<file path="config.mk">
export PLATFORM = sky130hd
export DESIGN_NAME = writeback_sequencer
export DESIGN_NICKNAME = d
export VERILOG_FILES = /design/src/rtl/writeback_sequencer_pkg.sv /design/src/rtl/writeback_sequencer_timeout_counter.sv /design/src/rtl/writeback_sequencer.sv
export SDC_FILE = /design/constraint.sdc
export NUM_CORES = 1
export LEC_CHECK = 0
export BUFFER_PORTS_ARGS = -buffer_cell sky130_fd_sc_hd__clkbuf_2
export CAP_MARGIN = 10
export CORE_MARGIN = 2
export CORE_UTILIZATION = 40
export CTS_BUF_LIST = sky130_fd_sc_hd__clkbuf_4 sky130_fd_sc_hd__clkbuf_8
export DETAILED_ROUTE_END_ITERATION = 7
export PLACE_DENSITY = 0.69
export SETUP_SLACK_MARGIN = 0.4
export SYNTH_ARGS = -nofsm -noshare
export SYNTH_HDL_FRONTEND = slang
export SYNTH_SLANG_ARGS = --single-unit
export TNS_END_PERCENT = 20
</file>
<file path="constraint.sdc">
create_clock -name clk -period 4.8 [get_ports clk]
set_input_delay 0.96 -clock clk [delete_from_list [all_inputs] [get_ports clk]]
set_output_delay 0.96 -clock clk [all_outputs]
set_load 0.05 [all_outputs]
</file>
<file path="src/rtl/writeback_sequencer_pkg.sv">
// Shared definitions for the writeback sequencer: FSM state encoding and
// default datapath widths.
package writeback_sequencer_pkg;

  localparam int unsigned WB_DATA_W_DEF     = 64;
  localparam int unsigned WB_REG_ADDR_W_DEF = 5;

  typedef enum logic [1:0] {
    WB_IDLE      = 2'd0,
    WB_MEM_WAIT  = 2'd1,
    WB_WRITEBACK = 2'd2
  } wb_state_e;

endpackage

</file>
<file path="src/rtl/writeback_sequencer_timeout_counter.sv">
// Memory-wait timeout counter: clear/enable counter that flags expiry on the
// cycle whose increment would reach MAX_COUNT.
module wb_timeout_counter #(
  parameter int unsigned MAX_COUNT = 15
) (
  input  logic clk,
  input  logic rst_n,
  input  logic i_clear,
  input  logic i_enable,
  output logic o_expire
);

  localparam int unsigned CNT_W = $clog2(MAX_COUNT + 1);

  logic [CNT_W-1:0] r_count;

  always_ff @(posedge clk or negedge rst_n) begin
    if (!rst_n) begin
      r_count <= '0;
    end else if (i_clear) begin
      r_count <= '0;
    end else if (i_enable) begin
      r_count <= r_count + CNT_W'(1);
    end
  end

  assign o_expire = i_enable && (r_count == CNT_W'(MAX_COUNT - 1));

endmodule

</file>
<file path="src/rtl/writeback_sequencer.sv">
// Register-file writeback control: accepts one retiring instruction at a time,
// runs the load read handshake with timeout, and strobes the register write.
module writeback_sequencer
  import writeback_sequencer_pkg::*;
#(
  parameter int unsigned DATA_W      = WB_DATA_W_DEF,
  parameter int unsigned REG_ADDR_W  = WB_REG_ADDR_W_DEF,
  parameter int unsigned MEM_TIMEOUT = 15
) (
  input  logic                  clk,
  input  logic                  rst_n,
  input  logic                  ex_valid,
  output logic                  ex_ready,
  input  logic                  ex_MemRead,
  input  logic                  ex_RegWrite,
  input  logic [REG_ADDR_W-1:0] ex_rd,
  input  logic [DATA_W-1:0]     ex_ALUResult,
  output logic                  mem_req,
  output logic [DATA_W-1:0]     mem_addr,
  input  logic                  mem_ack,
  input  logic [DATA_W-1:0]     mem_rdata,
  output logic [DATA_W-1:0]     ReadData,
  output logic [DATA_W-1:0]     ALUResult,
  output logic                  MemtoRead,
  output logic                  wb_RegWrite,
  output logic [REG_ADDR_W-1:0] wb_rd,
  output logic                  mem_timeout
);

  wb_state_e             r_state;
  wb_state_e             w_next_state;
  logic                  w_transfer;
  logic                  w_wait_no_ack;
  logic                  w_expire;
  logic                  r_regwrite;
  logic [REG_ADDR_W-1:0] r_rd;
  logic [DATA_W-1:0]     r_alu;
  logic [DATA_W-1:0]     r_rdata;
  logic                  r_memtoread;
  logic                  r_mem_req;
  logic [DATA_W-1:0]     r_mem_addr;
  logic                  r_timeout;

  assign w_transfer    = ex_valid && ex_ready;
  assign w_wait_no_ack = (r_state == WB_MEM_WAIT) && !mem_ack;

  wb_timeout_counter #(
    .MAX_COUNT (MEM_TIMEOUT)
  ) u_timeout (
    .clk      (clk),
    .rst_n    (rst_n),
    .i_clear  (r_state != WB_MEM_WAIT),
    .i_enable (w_wait_no_ack),
    .o_expire (w_expire)
  );

  always_ff @(posedge clk or negedge rst_n) begin
    if (!rst_n) begin
      r_state <= WB_IDLE;
    end else begin
      r_state <= w_next_state;
    end
  end

  // Expiry is already gated by "no ack", so an ack in the expiry cycle wins.
  always_comb begin
    w_next_state = r_state;
    unique case (r_state)
      WB_IDLE: begin
        if (w_transfer) begin
          w_next_state = ex_MemRead ? WB_MEM_WAIT : WB_WRITEBACK;
        end
      end
      WB_MEM_WAIT: begin
        if (mem_ack) begin
          w_next_state = WB_WRITEBACK;
        end else if (w_expire) begin
          w_next_state = WB_IDLE;
        end
      end
      WB_WRITEBACK: w_next_state = WB_IDLE;
      default:      w_next_state = WB_IDLE;
    endcase
  end

  always_comb begin
    ex_ready    = (r_state == WB_IDLE);
    wb_RegWrite = (r_state == WB_WRITEBACK) && r_regwrite && (r_rd != '0);
  end

  // MemtoRead is loaded only on entry to WRITEBACK so it holds across a new load.
  always_ff @(posedge clk or negedge rst_n) begin
    if (!rst_n) begin
      r_regwrite  <= 1'b0;
      r_rd        <= '0;
      r_alu       <= '0;
      r_rdata     <= '0;
      r_memtoread <= 1'b0;
      r_mem_req   <= 1'b0;
      r_mem_addr  <= '0;
      r_timeout   <= 1'b0;
    end else begin
      r_timeout <= 1'b0;
      if (r_state == WB_IDLE && w_transfer) begin
        r_regwrite <= ex_RegWrite;
        r_rd       <= ex_rd;
        r_alu      <= ex_ALUResult;
        if (ex_MemRead) begin
          r_mem_req  <= 1'b1;
          r_mem_addr <= ex_ALUResult;
        end else begin
          r_memtoread <= 1'b0;
        end
      end
      if (r_state == WB_MEM_WAIT) begin
        if (mem_ack) begin
          r_rdata     <= mem_rdata;
          r_memtoread <= 1'b1;
          r_mem_req   <= 1'b0;
        end else if (w_expire) begin
          r_mem_req <= 1'b0;
          r_timeout <= 1'b1;
        end
      end
    end
  end

  assign mem_req     = r_mem_req;
  assign mem_addr    = r_mem_addr;
  assign ReadData    = r_rdata;
  assign ALUResult   = r_alu;
  assign MemtoRead   = r_memtoread;
  assign wb_rd       = r_rd;
  assign mem_timeout = r_timeout;

endmodule

</file>
==> results of run 1 <==
[cells by family after synthesis]
kind of cell             Yosys count  share of synthesized area, %
flip-flops                       207                          66.2
multiplexers                     198                          28.5
buffers and inverters             25                          2.56
AND/OR/NAND/NOR                   21                          1.55
AO/OA/AOI/OAI                      7                         0.544
XOR/XNOR                           3                         0.336
adder cells (fa/ha/maj)            2                         0.320
[final timing paths]
path / from / endpoint / slack, ps / cells after the start
max reg2reg: r_state[0]$_DFFE_PN0P_ / mem_addr[21]$_DFFE_PN0P_ / 2620 / 3
max: r_state[1]$_DFFE_PN0P_ / wb_RegWrite / 2180 / 3
min reg2reg: mem_addr[60]$_DFFE_PN0P_ / mem_addr[60]$_DFFE_PN0P_ / 490 / 1
max in group asynchronous: rst_n / mem_addr[1]$_DFFE_PN0P_ / 3290 / 2
min: mem_addr[60]$_DFFE_PN0P_ / mem_addr[60]$_DFFE_PN0P_ / 490 / 1
min in group asynchronous: rst_n / mem_addr[40]$_DFFE_PN0P_ / 500 / 1
[power breakdown]
group          total (mW)  switching, mW  internal [mW]  leakage [nW]
Combinational        3.79           2.84          0.948          2.34
Sequential           2.69          0.320           2.37          2.44
Clock                1.64          0.670          0.970         0.399
Total                8.12           3.83           4.29          5.18
[synth_stat cells (all sizes together)]
library cell	number	area, um2
inv	2	7.51
a211oi	1	7.51
a31oi	1	6.26
nor3b	1	18.8
nor3	1	5.00
dfrtp	207	5180
buf	22	188
ha	2	25.0
a21oi	1	5.00
nor2	8	30.0
a31o	1	8.76
xor2	2	17.5
clkbuf	1	5.00
nand2	4	17.5
o21ai	3	15.0
nand4b	2	17.5
nand3	1	5.00
xnor2	1	8.76
nand2b	1	6.26
nor2b	1	6.26
mux2	198	2230
or3b	1	8.76
and2	1	6.26
[worst register-to-register path, delay by kind of cell, from the launching register on]
| family | cells | cell delay [ps] |
|---|---|---|
| flops | 1 | 510 |
| mux | 1 | 490 |
| simple gates | 2 | 1040 |
[cell usage in the layout, fill, tap and decap left out, types with 2 or more instances in the layout]
cell type | netlist | final
xor2_1 | 2 | 2
ha_1 | 2 | 2
inv_1 | 2 | 2
buf_4 | 1 | 2
clkbuf_8 | 0 | 46
nor2_1 | 8 | 8
dfrtp_1 | 207 | 207
clkbuf_4 | 0 | 10
mux2_2 | 197 | 197
nand2_1 | 3 | 3
clkinv_2 | 0 | 4
clkbuf_2 | 1 | 339
nand4b_1 | 2 | 2
o21ai_0 | 3 | 3
[cell type report]
class                   count  area (um2)  area share [%]
inverters                   2        7.51          0.0717
clock buffers              55         694            6.63
flip-flops and latches    207        5180            49.5
clock inverters             5        50.0           0.478
multi-input cells         231        2460            23.5
well taps                 265         332            3.17
repair buffers            343        1750            16.7
[per-layer routing]
metal | up-vias | part of all wire (%) | global-route usage (%)
met4 | 0 | 2.3 | 5.99
met2 | 238 | 50 | 28.4
met5 | - | 0 | 0
li1 | 2335 | - | -
met1 | 2540 | 37 | 18.8
met3 | 34 | 12 | 7.23
[registers in the layout, summed over array words and instances, names as in the netlist]
register / count
r_state: 2
mem_req: 1
u_timeout.r_count: 4
MemtoRead: 1
ALUResult: 64
mem_timeout: 1
r_regwrite: 1
ReadData: 64
wb_rd: 5
mem_addr: 64
[metrics by stage]
stage	hold WS, ps	utilization, %
3_5_place_dp	483	50.3
6_report	491	54.1
5_1_grt	511	54.1
3_3_place_gp	471	50.3
4_1_cts	495	54.1
2_1_floorplan	481	-
==> impl_metrics.py, run 1 <==
metrics = {
    "sta": {
        "fin_crit_sh_pct": 54.5,
        "skew_ps": 39.1,
        "timing.final.ws_setup_ps": 2180,
        "slew_headroom_pct": 28.5,
        "finalSetupViolations": 0,
        "min_period_ps": 2620,
        "rsz0062_at_grt": "no",
        "tns_ps": 0,
        "fmax_ghz": 0.382,
        "slew_violations": 0,
        "hold_violations": 0,
        "worstMarginPinSlew_ps": 1070,
    },
    "die": {
        "io_pins": 341,
        "die_w_um": 144,
        "die_area_mm2": 0.0207,
        "core_area_mm2": 0.0193,
        "initial_utilization_pct": 40.5,
        "num_rows": 51,
        "die_h_um": 144,
    },
    "job": {
        "cap_viol_max_count": 0,
    },
    "cts": {
        "cts-resized-gates": 0,
        "cts.sinks": 207,
        "cts-root-buf": "clkbuf_8",
        "numCtsBuffers": 36,
        "hold_buffers": 0,
        "insertion_delay_ps": 520,
        "cts.htree.levels": 2,
        "post-cts-setup-buffer-count": 0,
        "tritoncts": "built",
        "clock_path_buffers": 3,
        "path_clk_slew_ps": 60,
    },
    "setup_path": {
        "critical_path.max_stage_delay_ps": 500,
        "startpoint_type": "flop",
        "critical_path.max_fanout": 6,
        "worstSetupPathType": "reg -> out",
        "end_kind": "output pin",
        "path_buf_inv": 1,
        "critical_path_arrival_ps": 1660,
        "worst_path_max_delay_cell": "dfrtp_1",
        "crit_family": "flip-flops",
        "cp_data_required_time_ps": 3840,
        "worstPathCellList": "nand2_1, a211oi_1, clkbuf_2",
    },
    "global_routing": {
        "track_usage_pct": 16.7,
        "grt_pass1_vias": 5225,
        "grt_max_degree": 90,
        "antenna_found_initial": 0,
        "grt_pass1_wl_um": 27000,
        "gr-total-overflow": 0,
    },
    "place": {
        "placed_area_mm2": 0.00972,
        "place_ws_ps": 2050,
        "placed_cells": 1048,
        "io_buffers": 340,
        "place_congestion": 0.774,
        "hpwl_um": 13000,
    },
    "finish": {
        "syn2layout_area_growth_pct": 33.8,
        "drive_above_1_share_pct": 71.8,
        "design_area_mm2": 0.0105,
        "antenna_cells": 0,
        "nets": 962,
        "layoutNonFillerInstCount": 1108,
        "nFillCells": 1676,
    },
    "power_and_ir_drop": {
        "ir_drop_uv": 413,
        "p_per_area_mw_per_mm2": 775,
        "leakage_nw": 5.18,
        "totalPowerFinal_mw": 8.12,
    },
    "detailed_routing": {
        "wl_per_cell_um": 16.2,
        "routed_wl_um": 18000,
        "drc": 0,
        "ant_nets": 0,
        "dr.pass1.iters": 4,
        "viasPerCell": 4.65,
        "vias": 5147,
        "dr.first_iter.drc_count": 76,
    },
    "logic_synthesis": {
        "syn_inst": 463,
        "ys_seq_area_share_pct": 66.2,
        "synthDistinctLibCells": 27,
        "synth_nets": 604,
        "yosys_warnings": 0,
        "avgSynthCellArea_um2": 16.9,
        "synth_area_mm2": 0.00783,
        "ys_ff_latch": 207,
    },
    "min_path": {
        "min-delay-path-class": "reg -> reg",
    },
    "run_status": {
        "outcome": "complete, no violations",
    },
}
Power figures use the tool's default switching activity.
==> inputs of run 2 (changes only) <==
ABC_AREA = 1   (was not set)
PLACE_DENSITY = 0.72   (was 0.69)
clock period = 2.3 ns   (was 4.8 ns; I/O delays follow)
==> impl_metrics.py, run 2 <==
metrics = {
    "logic_synthesis": {
        "ys.flop_type": "dfrtp_1",
        "ys_seq_area_share_pct": 65.9,
        "ys_ff_latch": 207,
        "synthTopCellsByCount": "347 x nand2_1, 207 x dfrtp_1, 92 x o21ai_0",
        "synth_area_leaders": "dfrtp_1 66%, nand2_1 17%, o21ai_0 5.9%",
        "synth_nets": 976,
        "avgSynthCellArea_um2": 9.42,
        "yosys_warnings": 0,
        "synthDistinctLibCells": 20,
        "synth_area_mm2": 0.00787,
        "synth_edf_count": 0,
        "async_flop_share_pct": 100,
        "yosysMostFrequentCell": "nand2_1",
        "syn_inst": 835,
        "synth_top_area_share_pct": 65.9,
        "post-synth-top-area-cell": "dfrtp_1",
    },
    "setup_path": {
        "end_kind": "output pin",
        "regToRegSetupSlack_ps": 750,
        "cp_data_required_time_ps": 1840,
        "startpoint_type": "flop",
        "r2r_end": "r_state[1]$_DFFE_PN0P_",
        "critical_path.max_fanout": 3,
        "critical_path_arrival_ps": 1440,
        "path_buf_inv": 3,
        "r2r_cells": 6,
        "path_depth": 5,
        "worst_path_max_delay_cell": "dfrtp_1",
        "crit_end": "wb_RegWrite",
        "critical_path.max_stage_delay_ps": 410,
        "worstPathCellList": "inv_1, nor2_2, o21ai_2, inv_2, buf_8",
        "worstSetupPathType": "reg -> out",
        "rr_startpoint": "r_state[0]$_DFFE_PN0P_",
        "cp-startpoint": "r_state[1]$_DFFE_PN0P_",
        "crit_family": "flip-flops",
    },
    "die": {
        "io_pins": 341,
        "initial_utilization_pct": 40.5,
        "die_area_mm2": 0.0208,
        "num_rows": 51,
        "die_w_um": 144,
        "die_h_um": 144,
        "core_area_mm2": 0.0194,
    },
    "place": {
        "place_ws_ps": 565,
        "hpwl_um": 14600,
        "placed_cells": 1408,
        "place_congestion": 0.806,
        "io_buffers": 340,
    },
    "sta": {
        "tns_ps": 0,
        "finalSetupViolations": 0,
        "worstMarginPinSlew_ps": 669,
        "slew_violations": 0,
        "fmax_ghz": 0.527,
        "fin_crit_sh_pct": 82.6,
        "slew_headroom_pct": 55.4,
        "min_period_ps": 1900,
        "rsz0062_at_grt": "yes",
        "skew_ps": 9.62,
        "hold_violations": 0,
        "timing.final.ws_setup_ps": 401,
    },
    "global_routing": {
        "gr-total-overflow": 0,
        "grt_max_degree": 80,
        "grt_pass1_wl_um": 31600,
        "antenna_found_initial": 0,
        "grt_pass1_vias": 6444,
        "track_usage_pct": 19.0,
    },
    "detailed_routing": {
        "viasPerCell": 4.47,
        "dr.pass1.iters": 5,
        "routed_wl_um": 20500,
        "drc": 0,
        "wl_per_cell_um": 13.9,
        "ant_nets": 0,
        "dr.first_iter.drc_count": 322,
        "vias": 6576,
    },
    "cts": {
        "numCtsBuffers": 35,
        "path_clk_slew_ps": 60,
        "cts.htree.levels": 2,
        "cts.sinks": 207,
        "insertion_delay_ps": 500,
        "clock_path_buffers": 3,
        "tritoncts": "built",
        "cts-root-buf": "clkbuf_8",
    },
    "finish": {
        "seq_area_mm2": 0.00518,
        "antenna_cells": 0,
        "syn2layout_area_growth_pct": 35.0,
        "nFillCells": 1780,
        "most-common-layout-cells": "347 x nand2_1, 337 x clkbuf_2, 206 x dfrtp_1, 91 x o21ai_0, 73 x inv_1",
        "nets": 1324,
        "drive_above_1_share_pct": 35.4,
        "final_common_cell": "nand2_1",
        "layoutNonFillerInstCount": 1470,
        "multi_input_area_mm2": 0.00216,
    },
    "min_path": {
        "min-delay-path-class": "in -> reg",
        "holdPathStages": 3,
    },
    "job": {
        "cap_viol_max_count": 0,
    },
    "run_status": {
        "outcome": "complete, no violations",
    },
}
[run 2: cell count changes after synthesis, sizes merged, moves of 2 or more]
| cell | delta |
|---|---|
| a21oi | +2 |
| buf | +11 |
| nand2 | +344 |
| xor2 | -2 |
| mux2 | -198 |
| inv | +74 |
| nand3 | +10 |
| nor2 | +2 |
| o21ai | +129 |
| nand4b | -2 |
| clkbuf | +10 |
[run 2: worst min path at each step]
| stage | from | endpoint | slack [ps] |
|---|---|---|---|
| CTS | mem_rdata[50] | ReadData[50]$_DFFE_PN0P_ | 120 |
| detailed placement | r_regwrite$_DFFE_PN0N_ | r_regwrite$_DFFE_PN0N_ | 460 |
| global route | mem_rdata[3] | ReadData[3]$_DFFE_PN0P_ | 140 |
| floorplan | rst_n | ALUResult[0]$_DFFE_PN0N_ | 160 |
| global placement | r_regwrite$_DFFE_PN0N_ | r_regwrite$_DFFE_PN0N_ | 460 |
| finish | mem_rdata[43] | ReadData[43]$_DFFE_PN0P_ | 150 |
[run 2: stage by stage]
| step | utilization, % | hold slack, ps | area, um2 |
|---|---|---|---|
| global route | 54.7 | 136 | 10600 |
| CTS | 54.7 | 121 | 10600 |
| floorplan | - | 164 | 7870 |
| global placement | 50.7 | 460 | 9840 |
| finish | 54.7 | 148 | 10600 |
| detailed placement | 50.7 | 461 | 9840 |
[run 2: metal layers]
layer | share of wire, % | global-route usage (%)
met5 | 0 | 0
met4 | 2.8 | 7.36
met3 | 7.2 | 4.97
met2 | 50 | 31.4
met1 | 40 | 24.1
[run 2: repair_timing]
| item | CTS | global route |
|---|---|---|
| hold buffers | 1 | 0 |
| buffers inserted | 2 | 0 |
| setup endpoints to repair | 2 | 2 |
| gates resized for setup | 8 | 5 |
| hold endpoints to repair | 59 | 0 |
[run 2: area by class of cell]
cell class | count | share of cell area, %
flip-flops and latches | 207 | 48.8
repair buffers | 355 | 18.2
clock buffers | 54 | 6.53
inverters | 76 | 2.69
clock inverters | 5 | 0.236
well taps | 265 | 3.12
multi-input cells | 508 | 20.4
[run 2: worst reg2reg max path, delay by kind of cell (launching register included)]
family,cells,cell delay (ps)
buffers and inverters,3,760
flip-flops,1,440
AND/OR/NAND/NOR,3,250
[run 2: cells by family (layout without fill, tap and decap cells)]
family	count (synthesis)	after routing	share of synthesized area (%)
AOI/OAI and AO/OA	135	135	8.78
adders and majority gates	2	2	0.318
and+or+nand+nor	371	371	18.1
buffers and inverters	120	490	6.92
DFF	207	207	65.9
Power of run 2 is not shown: default switching activity piles up to over one toggle a cycle in this logic, so the estimate is an artifact.
